### config.mk
export PLATFORM = sky130hd
export DESIGN_NAME = serial_frame_assembler
export DESIGN_NICKNAME = d
export VERILOG_FILES = /design/src/rtl/serial_frame_assembler.sv
export SDC_FILE = /design/constraint.sdc
export NUM_CORES = 1
export LEC_CHECK = 0
export ABC_AREA = 1
export BUFFER_PORTS_ARGS = -buffer_cell sky130_fd_sc_hd__buf_4
export CORE_UTILIZATION = 24
export CTS_CLUSTER_SIZE = 40
export DETAILED_ROUTE_END_ITERATION = 8
export SKIP_LAST_GASP = 1
export SLEW_MARGIN = 20
export SYNTH_ARGS = -nofsm -noshare
export SYNTH_HDL_FRONTEND = slang
export SYNTH_SLANG_ARGS = --single-unit
### constraint.sdc
create_clock -name clk -period 2.5 [get_ports clk]
set_clock_uncertainty 0.05 [all_clocks]
set_input_delay 0.125 -clock clk [delete_from_list [all_inputs] [get_ports clk]]
set_output_delay 0.125 -clock clk [all_outputs]
set_load 0.005 [all_outputs]
### src/rtl/serial_frame_assembler.sv
// Serial-to-parallel frame assembler: builds WIDTH-bit frames MSB-first from a 1-bit stream,
// tracks the frame popcount on the fly, and hands frames downstream with drop-newest overflow.
module serial_frame_assembler #(
    parameter int WIDTH = 9,
    parameter int CNTW  = $clog2(WIDTH + 1)
) (
    input  logic             clk,
    input  logic             rst_n,
    input  logic             s_valid,
    input  logic             s_bit,
    input  logic             s_sof,
    output logic [WIDTH-1:0] m_data,
    output logic [CNTW-1:0]  m_ones,
    output logic             m_valid,
    input  logic             m_ready,
    output logic             ovf,
    output logic [7:0]       ovf_cnt
);

    typedef enum logic {IDLE, FILL} state_t;

    state_t           state, state_nxt;
    logic [WIDTH-1:0] sreg, sreg_nxt;
    logic [CNTW-1:0]  bit_cnt, bit_cnt_nxt;
    logic [CNTW-1:0]  run_ones, run_ones_nxt;
    logic [WIDTH-1:0] frame;
    logic [CNTW-1:0]  frame_ones;
    logic             complete;
    logic             take;

    assign frame      = {sreg[WIDTH-2:0], s_bit};
    assign frame_ones = run_ones + CNTW'(s_bit);
    assign take       = m_valid && m_ready;

    // NOTE: every always_comb output gets a default first so no path can infer a latch.
    always_comb begin
        state_nxt    = state;
        sreg_nxt     = sreg;
        bit_cnt_nxt  = bit_cnt;
        run_ones_nxt = run_ones;
        complete     = 1'b0;
        case (state)
            IDLE: begin
                if (s_valid) begin
                    sreg_nxt     = frame;
                    bit_cnt_nxt  = CNTW'(1);
                    run_ones_nxt = CNTW'(s_bit);
                    state_nxt    = FILL;
                end
            end
            FILL: begin
                if (s_valid) begin
                    sreg_nxt = frame;
                    if (s_sof) begin
                        // Stale bits left in sreg are shifted out before this frame completes.
                        bit_cnt_nxt  = CNTW'(1);
                        run_ones_nxt = CNTW'(s_bit);
                    end else if (bit_cnt == CNTW'(WIDTH - 1)) begin
                        complete     = 1'b1;
                        bit_cnt_nxt  = '0;
                        run_ones_nxt = '0;
                        state_nxt    = IDLE;
                    end else begin
                        bit_cnt_nxt  = bit_cnt + CNTW'(1);
                        run_ones_nxt = frame_ones;
                    end
                end
            end
            default: state_nxt = IDLE;
        endcase
    end

    // NOTE: sequential state uses non-blocking assignments so all registers update together.
    always_ff @(posedge clk or negedge rst_n) begin
        if (!rst_n) begin
            state    <= IDLE;
            sreg     <= '0;
            bit_cnt  <= '0;
            run_ones <= '0;
        end else begin
            state    <= state_nxt;
            sreg     <= sreg_nxt;
            bit_cnt  <= bit_cnt_nxt;
            run_ones <= run_ones_nxt;
        end
    end

    // Output holding register: a completed frame loads only if the slot is free or emptying.
    always_ff @(posedge clk or negedge rst_n) begin
        if (!rst_n) begin
            m_data  <= '0;
            m_ones  <= '0;
            m_valid <= 1'b0;
            ovf     <= 1'b0;
            ovf_cnt <= '0;
        end else begin
            ovf <= 1'b0;
            if (complete && (!m_valid || take)) begin
                m_data  <= frame;
                m_ones  <= frame_ones;
                m_valid <= 1'b1;
            end else if (complete) begin
                ovf <= 1'b1;
                if (ovf_cnt != 8'hFF) begin
                    ovf_cnt <= ovf_cnt + 8'd1;
                end
            end else if (take) begin
                m_valid <= 1'b0;
            end
        end
    end

endmodule

== Word level (Yosys, flattened, before mapping) ==
Cells that the tools add are included.

* Bits in registers: 40
* Output and inout bits: 23

* Bitwise logic cells: 2
* Add/sub/neg operators: 3
* Muxes and demuxes: 25
* Equal/unequal tests: 5
* Reductions and logical operators: 8

{| class="wikitable"
|+ Operators by type and width
! kind !! number
|-
| two-way mux 4 bit || 8
|-
| case mux 4 bit (2 select lines) || 2
|-
| two-way mux 1 bit || 13
|-
| adder 8 x 1 -> 8 bit (second input constant) || 1
|-
| two-way mux 8 bit || 1
|-
| != test 8 bit (second input constant) || 1
|-
| adder 4 x 1 -> 4 bit || 1
|-
| adder 4 x 1 -> 4 bit (second input constant) || 1
|-
| == test 4 bit (second input constant) || 1
|-
| != test 2 bit (second input constant) || 2
|-
| AND reduction 2 bit || 2
|-
| AND reduction 3 bit || 1
|-
| logical AND 1 bit || 2
|-
| != test 2 x 1 -> 1 bit (second input constant) || 1
|-
| inverter 1 bit || 2
|-
| case mux 1 bit (2 select lines) || 1
|-
| nonzero test 2 bit || 1
|-
| zero test 1 bit || 1
|-
| logical OR 1 bit || 1
|}

== Depth between registers and ports, before layout ==
Gate-level depths: netlist of run 1.

* Depth after elaboration: 8
* Depth in mapped cells: 8
* Gate-level depth less buffers: 8

== Worst setup path after synthesis of run 1 ==
OpenSTA, ideal clock, no wires.

* Path type: reg2reg
* From: register bit_cnt[0]
* To: register m_ones[2]
* Cell stages (with the launch flop): 9
* Path slack: 1.071 ns
* Path buffers: 1
* Arrival time: 1.255 ns
* Period minus slack after synthesis: 1.429 ns
* Path through: dfrtp_1 -> inv_1 -> ha_1 -> nand3_4 -> nor2_4 -> nand2_4 -> buf_6 -> nand2_1 -> o21ai_2

* Word-level cells in the longest chain between the ends: 6

{| class="wikitable"
|+ Ends and longest elaborated chain
! item !! RTL line !! source
|-
| from (decl) || 24 || <nowiki>logic [CNTW-1:0] bit_cnt, bit_cnt_nxt;</nowiki>
|-
| from (signal assigned) || 83 || <nowiki>bit_cnt <= bit_cnt_nxt;</nowiki>
|-
| == test 4 bit || 58 || <nowiki>end else if (bit_cnt == CNTW'(WIDTH - 1)) begin</nowiki>
|-
| two-way mux 1 bit || 58 ||
|-
| two-way mux 1 bit || 54 || <nowiki>if (s_sof) begin</nowiki>
|-
| two-way mux 1 bit || 52 || <nowiki>if (s_valid) begin</nowiki>
|-
| two-way mux 1 bit || 42 || <nowiki>case (state)</nowiki>
|-
| logical AND 1 bit || 98 || <nowiki>if (complete && (!m_valid || take)) begin</nowiki>
|-
| to (signal assigned) || 100 || <nowiki>m_ones <= frame_ones;</nowiki>
|-
| to (decl) || 13 || <nowiki>output logic [CNTW-1:0] m_ones,</nowiki>
|}

No other way between the ends.
A chain may end at the register's enable or synchronous reset.

== Final worst setup path of run 1 ==
* From: register bit_cnt[0]
* To: register m_data[1]

* Word-level cells in the longest chain between the ends: 6

{| class="wikitable"
|+ Ends and longest elaborated chain
! item !! RTL line !! source
|-
| == test 4 bit || 58 ||
|-
| two-way mux 1 bit || 58 ||
|-
| two-way mux 1 bit || 54 ||
|-
| two-way mux 1 bit || 52 ||
|-
| two-way mux 1 bit || 42 ||
|-
| logical AND 1 bit || 98 ||
|-
| to (signal assigned) || 99 || <nowiki>m_data <= frame;</nowiki>
|-
| to (decl) || 12 || <nowiki>output logic [WIDTH-1:0] m_data,</nowiki>
|}

No other way between the ends.

==> results of run 1 <==
## layout by cell type, fill, tap and decap left out, types with 5 or more instances in the layout
cell      count
buf_4        28
clkbuf_8      6
dfrtp_1      40
ha_1          5
inv_1        28
nand2_1      66
nand2_2       6
nand3_1      12
nor2_1       12
o21ai_0      14
o21ai_2      11
## worst register-to-register path, stage by stage (launching register included)
cell and delay [ns]:
dfrtp_1 0.41, inv_1 0.10, ha_1 0.23, nand3_4 0.11
nor2_4 0.17, nand2_4 0.22, nand2_1 0.17, o21ai_2 0.07
## flip-flops by register name (all words and copies together), names as in the netlist
| name | cells |
|---|---|
| sreg | 8 |
| bit_cnt | 4 |
| m_data | 9 |
| ovf_cnt | 8 |
| m_valid | 1 |
| state | 1 |
| run_ones | 4 |
| m_ones | 4 |
| ovf | 1 |
## per-layer routing
layer  vias up  part of all wire [%]  wire length, um  global-route usage (%)
li1        746                     -                -                       -
met1       673                    48             1810                    12.8
met2        23                    46             1730                    16.2
met3         7                   4.5              172                    3.48
met4         0                   1.9               70                    4.30
met5         -                     0                0                       0
## area by class of cell
| type | count | area (um2) | share of cell area [%] |
|---|---|---|---|
| clock buffers | 6 | 82.6 | 3.48 |
| clock inverters | 2 | 38.8 | 1.63 |
| inverters | 29 | 109 | 4.59 |
| multi-input cells | 146 | 795 | 33.5 |
| flip-flops and latches | 40 | 1000 | 42.2 |
| well taps | 102 | 128 | 5.38 |
| repair buffers | 29 | 220 | 9.28 |
## cell families (layout without fill, tap and decap cells)
group	after synthesis	count (layout)	share of synthesized area (%)
buffers and inverters	34	66	7.60
xor gates and xnor gates	5	5	2.25
DFF	40	40	51.5
adders and majority gates	5	5	3.22
AOI/OAI and AO/OA	30	30	9.98
and+or+nand+nor	106	106	25.4
## metrics by stage
stage | instances | instance area, um2
6_report | 354 | 2370
5_1_grt | 354 | 2370
4_1_cts | 354 | 2370
3_5_place_dp | 345 | 2240
3_3_place_gp | 345 | 2240
2_1_floorplan | 220 | 1940
## how the worst max path moves through the flow
| stage | start | endpoint | slack [ns] | depth (start not counted) |
|---|---|---|---|---|
| after CTS | bit_cnt[0]$_DFFE_PN0P_ | m_data[1]$_DFFE_PN0P_ | 0.84 | 7 |
| after global routing | bit_cnt[0]$_DFFE_PN0P_ | m_data[1]$_DFFE_PN0P_ | 0.74 | 7 |
| after detailed placement | bit_cnt[0]$_DFFE_PN0P_ | m_data[1]$_DFFE_PN0P_ | 0.87 | 7 |
| after global placement | bit_cnt[0]$_DFFE_PN0P_ | m_data[6]$_DFFE_PN0P_ | 0.96 | 7 |
| final | bit_cnt[0]$_DFFE_PN0P_ | m_data[1]$_DFFE_PN0P_ | 0.86 | 7 |
| after floorplan | bit_cnt[0]$_DFFE_PN0P_ | m_ones[2]$_DFFE_PN0P_ | 1.07 | 8 |
## power groups by stage
stage / Sequential (mW) / Combinational (mW) / Clock [mW]
2_1_floorplan: 0.749 / 0.106 / 0
3_3_place_gp: 0.756 / 0.171 / 0
3_5_place_dp: 0.757 / 0.178 / 0
4_1_cts: 0.745 / 0.179 / 0.583
5_1_grt: 0.752 / 0.199 / 0.613
6_report: 0.745 / 0.174 / 0.567
==> metrics.txt, run 1 <==
status=finished, final reports clean; iteration count of the initial detailed-routing pass=4; Mean Syn Cell Area=8.83 um2; GRT overflow=0; pwr dens=626 nW/um2; CP max-delay cell=dfrtp_1; Synth area leader=dfrtp_1; HP Start=s_bit; Post-Route Utilization=30.6%; vias in the first global route=1473; core area=7770 um2; later-pin clock latency in the skew report=0.30 ns; number of flops mapped to enable cells by yosys=0; WP data arrival=1.77 ns; IO Pins=29; Netlist cell types=24; Die X=92.0 um; combinational share of power=11.7%; count of final setup violators=0; number of fill cells=852; critical path's largest stage delay=0.41 ns; clock power share=38.2%; Sequential Power Share=50.1%; Syn-to-layout area delta=22.2%; total power=1.49 mW; Min-Delay Path Class=input port to register; Setup Fix Bufs, Post-CTS=0; TritonCTS clock tree=done; Net Sw Frac=25.7%; Hold Path Sink=m_data[0]$_DFFE_PN0P_; Hold WS=0.00531 ns; initial antenna violation count=0; Worst R2R Path Depth=7; DRC=0; Sink Count=40; Rel. slew slack=65.5%; Critical Path RT=2.63 ns; worst-path cell chain=inv_1 -> ha_1 -> nand3_4 -> nor2_4 -> nand2_4 -> nand2_1 -> o21ai_2; clock tree buffer depth=2; family with the most delay on the worst path=simple AND/OR/NAND/NOR gates; Critical Path Sink Type=register; Initial Utilization=25.0%; post-synthesis cell count=220; Root Driver=clkbuf_8; Antenna Violating Nets Remaining=0; top cell type's share of synthesized area=51.5%; syn nets=231; gpl congestion=0.762; CTS resizes=0; die area=8460 um2; Buf/Inv on CP=1; RSZ-0062 raised after global routing=no; most numerous cell in the Yosys netlist=nand2_1; FP Rows=32; most frequent cells after synthesis=66 x nand2_1, 40 x dfrtp_1, 28 x inv_1, 14 x o21ai_0; Antenna diodes=0; CTS Hold Bufs=1; Lkg Pwr=1.18 nW; hold path cells=3; Wirelength per Cell=10.7 um; Hold Vio Cnt, Final=0; asr flop ratio synth=100%; Max FO, Critical Path=25; Final Max Slew Viols=0; Main synth FF type=dfrtp_1; pre-CTS setup slack=0.872 ns; # H-tree levels=2; synth top area cells=dfrtp_1 52%, nand2_1 13%, inv_1 5.4%; Post-DP HPWL=2.72 mm; # port buffers=28; worst setup margin=0.860 ns; Critical Path Start Type=register; share of cells above drive strength 1=25.0%; largest net degree at the start of global routing=41; yosys warns=0; post-DR vias/cell=4.09; final WL=3.78 mm; GRT Overall Usage=10.3%; Worst-path clk slew=0.08 ns; global-route wire length before repair=6.74 mm; Crit Reg-Reg Startpoint=bit_cnt[0]$_DFFE_PN0P_; via count=1449; fin nets=262; Initial DRC Count=42; Period minus WS final=1.64 ns; internal power=1.10 mW; number of buffers created by CTS=5; Max-cap violations=0; r2r setup slk=0.86 ns; VDD IR max=0.278 mV; FF+latch count, synth=40; Slew @ Worst Pin=0.517 ns; sequential fraction of the synthesis area=51.5%; kind of critical path=register to register; final setup TNS=0 ns; f_max=610 MHz; Tcrit/Tclk final=65.6%; Die Ht=92.0 um; net load switching power=0.382 mW; reg2reg end=m_data[1]$_DFFE_PN0P_; Synth Cell Area=1940 um2
Power figures use the tool's default switching activity.
==> inputs of run 2 (changes only) <==
==> constraint.sdc (replaced) <==
create_clock -name clk -period 1.37 [get_ports clk]
set_clock_uncertainty 0.05 [all_clocks]
set_input_delay 0.0685 -clock clk [delete_from_list [all_inputs] [get_ports clk]]
set_output_delay 0.0685 -clock clk [all_outputs]
set_load 0.005 [all_outputs]
==> run 2 against run 1 <==
The flow now finishes with violations (negative setup slack). Combinational power increased by 110%. Sequential power increased by 83%. Worst hold slack improved by 0.011 ns. Setup slack got worse by 0.87 ns. Critical path type unchanged.
==> metrics.txt, run 2 (synthesized netlist as in run 1, its figures left out) <==
Syn-to-layout area delta=34.9%; vias in the first global route=1543; total power=2.75 mW; post-DR vias/cell=4.14; Buf/Inv on CP=2; Max-cap violations=0; failing checks=negative setup slack; Root Driver=clkbuf_8; initial antenna violation count=0; TritonCTS clock tree=done; Initial DRC Count=36; instance count on the critical path=8; WP data arrival=1.52 ns; Post-DP HPWL=2.74 mm; f_max=723 MHz; via count=1541; count of final setup violators=6; gpl congestion=0.753; CP max-delay cell=dfrtp_1; pwr dens=1050 nW/um2; crit path from=bit_cnt[0]$_DFFE_PN0P_; Die X=92.0 um; Final Max Slew Viols=0; multi-input logic area=897 um2; Wirelength per Cell=11.0 um; RSZ-0062 raised after global routing=yes; Die Ht=92.0 um; kind of critical path=register to register; most frequent cells in the layout=53 x nand2_1, 42 x buf_4, 40 x dfrtp_1; Min-Delay Path Class=input port to register; max reg flops=9; Lkg Pwr=1.27 nW; status=finished, violations left; FP Rows=32; later-pin clock latency in the skew report=0.29 ns; largest net degree at the start of global routing=41; number of buffers created by CTS=5; Tcrit/Tclk final=101%; HP Start=s_sof; Rel. slew slack=65.4%; DRC=0; commonest non-fill, non-tap cell in the layout=nand2_1; fin nets=280; clock tree buffer depth=2; GRT Overall Usage=11.0%; Critical Path RT=1.51 ns; family with the most delay on the worst path=simple AND/OR/NAND/NOR gates; critical path's largest stage delay=0.39 ns; Critical Path Start Type=register; die area=8460 um2; Biggest register=m_data; core area=7770 um2; IO Pins=29; hold path cells=4; biggest registers after layout=m_data: 9 flops, ovf_cnt: 8 flops, sreg: 8 flops; # H-tree levels=2; number of fill cells=819; VDD IR max=0.337 mV; global-route wire length before repair=7.21 mm; worst-path cell chain=inv_2 -> ha_4 -> nand3_4 -> nor2_4 -> buf_12 -> nand3_4 -> nand2_1 -> nand2_1; Critical Path Sink Type=register; final WL=4.08 mm; Worst R2R Path Depth=8; Period minus WS final=1.38 ns; Sink Count=40; Storage cell area=1000 um2; Slew @ Worst Pin=0.519 ns; worst setup margin=-0.0137 ns; Crit Reg-Reg Startpoint=bit_cnt[0]$_DFFE_PN0P_; Max FO, Critical Path=8; final setup TNS=-0.0528 ns; Worst-path clk slew=0.08 ns; Hold Vio Cnt, Final=0; Antenna diodes=0; Antenna Violating Nets Remaining=0; iteration count of the initial detailed-routing pass=4; # port buffers=28; GRT overflow=0; share of cells above drive strength 1=37.8%; Initial Utilization=25.0%
[run 2: changes by cell type in the layout (fill, tap and decap cells not counted), sizes merged]
cell	before	now
buf	28	43
dlygate4sd3	1	3
nand2	73	74
[run 2: cell type report]
type / instances / area share [%]
Clock buffer: 6 / 3.15
Sequential cell: 40 / 38.2
Inverter: 29 / 4.15
Tap cell: 102 / 4.87
Clock inverter: 2 / 1.48
Multi-Input combinational cell: 147 / 34.2
Timing Repair Buffer: 46 / 13.9
[run 2: repair_timing]
item,CTS,global route
setup endpoints to repair,22,27
pin swaps,8,5
hold endpoints to repair,43,0
gates resized for setup,13,11
setup buffers,2,0
gates cloned,1,0
hold buffers,3,0
[run 2: metal layers]
| metal | wire [um] | track usage [%] | vias up |
|---|---|---|---|
| li1 | - | - | 786 |
| met1 | 1900 | 13.4 | 720 |
| met2 | 1930 | 17.9 | 27 |
| met3 | 164 | 2.99 | 8 |
| met4 | 87 | 5.21 | 0 |
| met5 | 0 | 0 | - |
[run 2: stage by stage]
step	setup slack, ns	instances	area, um2	util, %	hold WS (ns)
after global routing	-0.0989	372	2620	33.7	0.0345
after floorplan	0.0134	220	1960	-	-0.277
after detailed placement	-0.0754	358	2350	30.3	0.0387
final	-0.0137	372	2620	33.7	0.0163
after global placement	-0.0404	358	2350	30.3	0.0363
after CTS	-0.0340	372	2580	33.3	0.0239
[run 2: worst paths after layout]
kind                                            to  slack (ns)
setup / recovery            ovf_cnt[7]$_DFFE_PN0P_       -0.01
hold / removal              bit_cnt[1]$_DFFE_PN0P_        0.02
setup reg to reg            ovf_cnt[7]$_DFFE_PN0P_       -0.01
hold reg to reg                sreg[5]$_DFFE_PN0P_        0.44
max in group asynchronous   ovf_cnt[2]$_DFFE_PN0P_        0.67
min in group asynchronous  run_ones[3]$_DFFE_PN0P_        0.24
[run 2: power breakdown]
group	switching (mW)	total, mW	internal, mW
combinational	0.198	0.374	0.176
clock	0.425	1.02	0.596
sequential	0.0781	1.36	1.28
[run 2: worst register-to-register path, delay by kind of cell, from the launching register on]
| kind | cells | cell delay (ns) |
|---|---|---|
| and+or+nand+nor | 5 | 0.47 |
| DFF | 1 | 0.39 |
| buffers and inverters | 2 | 0.22 |
| adders and majority gates | 1 | 0.14 |
==> inputs of run 3 (changes only) <==
--- a/config.mk
+++ b/config.mk
@@ -10,6 +10,7 @@
 export CORE_UTILIZATION = 24
 export CTS_CLUSTER_SIZE = 40
 export DETAILED_ROUTE_END_ITERATION = 8
+export PLACE_DENSITY_LB_ADDON = 0.08
 export SKIP_LAST_GASP = 1
 export SLEW_MARGIN = 20
 export SYNTH_ARGS = -nofsm -noshare
==> run 3 against run 2 <==
The flow still finishes with violations (negative setup slack). Worst hold slack improved by 0.011 ns. Clock-buffer cell count is the same. Die area stayed put. First-iteration DRC count rose by 89%. Critical path depth unchanged. Clock power about the same. Largest power group unchanged.
==> metrics.txt, run 3 (synthesized netlist as in run 1, its figures left out) <==
status=finished, violations left; failing checks=negative setup slack; iteration count of the initial detailed-routing pass=4; Tcrit/Tclk final=103%; reg2reg end=ovf_cnt[4]$_DFFE_PN0P_; Critical Path Start Type=register; clock tree buffer depth=2; commonest non-fill, non-tap cell in the layout=nand2_1; Max FO, Critical Path=8; kind of critical path=register to register; share of cells above drive strength 1=38.3%; Root Driver=clkbuf_8; Critical Path Sink Type=register; number of fill cells=830; worst setup margin=-0.0398 ns; Rel. slew slack=64.0%; Post-Route Utilization=34.1%; critical path's largest stage delay=0.39 ns; Worst-path clk slew=0.08 ns; DRC=0; Critical Path RT=1.51 ns; # placed instances=359; Syn-to-layout area delta=36.3%; hold path cells=4; WP data arrival=1.55 ns; Worst R2R Path Depth=8; Crit Reg-Reg Startpoint=bit_cnt[0]$_DFFE_PN0P_; later-pin clock latency in the skew report=0.29 ns; combinational share of power=14.0%; GRT Overall Usage=11.4%; most frequent cells in the layout=52 x nand2_1, 46 x buf_4, 40 x dfrtp_1; number of buffers created by CTS=5; Initial Utilization=25.0%; net load switching power=0.716 mW; HP Start=s_sof; Initial DRC Count=68; RSZ-0062 raised after global routing=yes; Period minus WS final=1.41 ns; max reg flops=9; Max-cap violations=0; largest net degree at the start of global routing=41; clock power share=37.3%; Wirelength per Cell=11.4 um; IO Pins=29; gpl congestion=0.693; Hold Path Sink=bit_cnt[1]$_DFFE_PN0P_; GRT overflow=0; via count=1515; Buf/Inv on CP=2; family with the most delay on the worst path=simple AND/OR/NAND/NOR gates; global-route wire length before repair=7.44 mm; Min-Delay Path Class=input port to register; Sink Count=40; Antenna Violating Nets Remaining=0; count of final setup violators=8; Die X=92.0 um; initial antenna violation count=0; internal power=2.07 mW; FP Rows=32; vias in the first global route=1501; post-DR vias/cell=4.03; core area=7770 um2; CP max-delay cell=dfrtp_1; total power=2.78 mW; Die Ht=92.0 um; Antenna diodes=0; die area=8460 um2; TritonCTS clock tree=done; # H-tree levels=2; fin cells=376; pwr dens=1050 nW/um2; Final Max Slew Viols=0; Sequential Power Share=48.7%; Hold WS=0.0275 ns; worst-path cell chain=inv_2 -> ha_4 -> nand3_4 -> nor2_4 -> buf_12 -> nand3_4 -> nand2_1 -> nand2_1; VDD IR max=0.380 mV; Slew @ Worst Pin=0.540 ns; fin nets=284; f_max=709 MHz; Net Sw Frac=25.7%; final WL=4.29 mm; biggest registers after layout=m_data: 9 flops, ovf_cnt: 8 flops, sreg: 8 flops; Hold Vio Cnt, Final=0; # port buffers=28; pre-CTS setup slack=-0.0977 ns; Biggest register=m_data; Post-DP HPWL=2.79 mm; r2r setup slk=-0.04 ns; Lkg Pwr=1.29 nW
[run 3: through the flow]
step | instance area [um2] | TNS, ns
6_report | 2650 | -0.192
5_1_grt | 2650 | -1.30
4_1_cts | 2590 | -0.242
3_5_place_dp | 2360 | -1.50
3_3_place_gp | 2360 | -1.15
2_1_floorplan | 1960 | 0
[run 3: timing repair]
| item | CTS | global route |
|---|---|---|
| hold buffers | 3 | 0 |
| resized for setup | 8 | 15 |
| endpoints found under the setup margin | 21 | 23 |
| setup buffers | 3 | 2 |
| hold endpoints to repair | 43 | 0 |
| gates cloned | 1 | 0 |
| pin swaps | 14 | 7 |
[run 3: final cells by class]
class                      instances  area [um2]  area share (%)
inverter                          29         109            4.11
timing repair buffer              50         395            14.9
clock buffer                       6        82.6            3.12
multi-input combinational        147         893            33.7
tap                              102         128            4.82
clock inverter                     2        38.8            1.47
sequential                        40        1000            37.8
[run 3: worst max-delay path by stage]
stage,start,to,slack (ns),cells past startpoint
after global placement,bit_cnt[1]$_DFFE_PN0P_,m_ones[3]$_DFFE_PN0P_,-0.07,8
after global routing,bit_cnt[0]$_DFFE_PN0P_,ovf_cnt[6]$_DFFE_PN0P_,-0.11,8
after detailed placement,bit_cnt[1]$_DFFE_PN0P_,m_data[2]$_DFFE_PN0P_,-0.1,7
after floorplan,bit_cnt[1]$_DFFE_PN0P_,m_ones[2]$_DFFE_PN0P_,0.01,8
after CTS,bit_cnt[0]$_DFFE_PN0P_,ovf_cnt[7]$_DFFE_PN0P_,-0.03,8
final,bit_cnt[0]$_DFFE_PN0P_,ovf_cnt[4]$_DFFE_PN0P_,-0.04,8
[run 3: power groups by stage]
stage / logic [mW] / registers [mW] / clock network, mW
floorplan: 0.202 / 1.37 / 0
global placement: 0.356 / 1.37 / 0
detailed placement: 0.359 / 1.37 / 0
CTS: 0.384 / 1.35 / 1.08
global route: 0.445 / 1.38 / 1.13
finish: 0.389 / 1.36 / 1.04
[run 3: tightest hold or removal path: cells and delay by family]
kind                   cells  cell delay [ns]
buffers and inverters      1             0.09
AO/OA/AOI/OAI              1             0.07
AND/OR/NAND/NOR            2             0.10
[run 3: layer usage]
metal | up-vias | track usage, % | wire length, um
li1 | 798 | - | -
met1 | 696 | 15.0 | 2100
met2 | 19 | 18.2 | 2020
met3 | 2 | 3.07 | 134
met4 | 0 | 3.52 | 36
met5 | - | 0 | 0
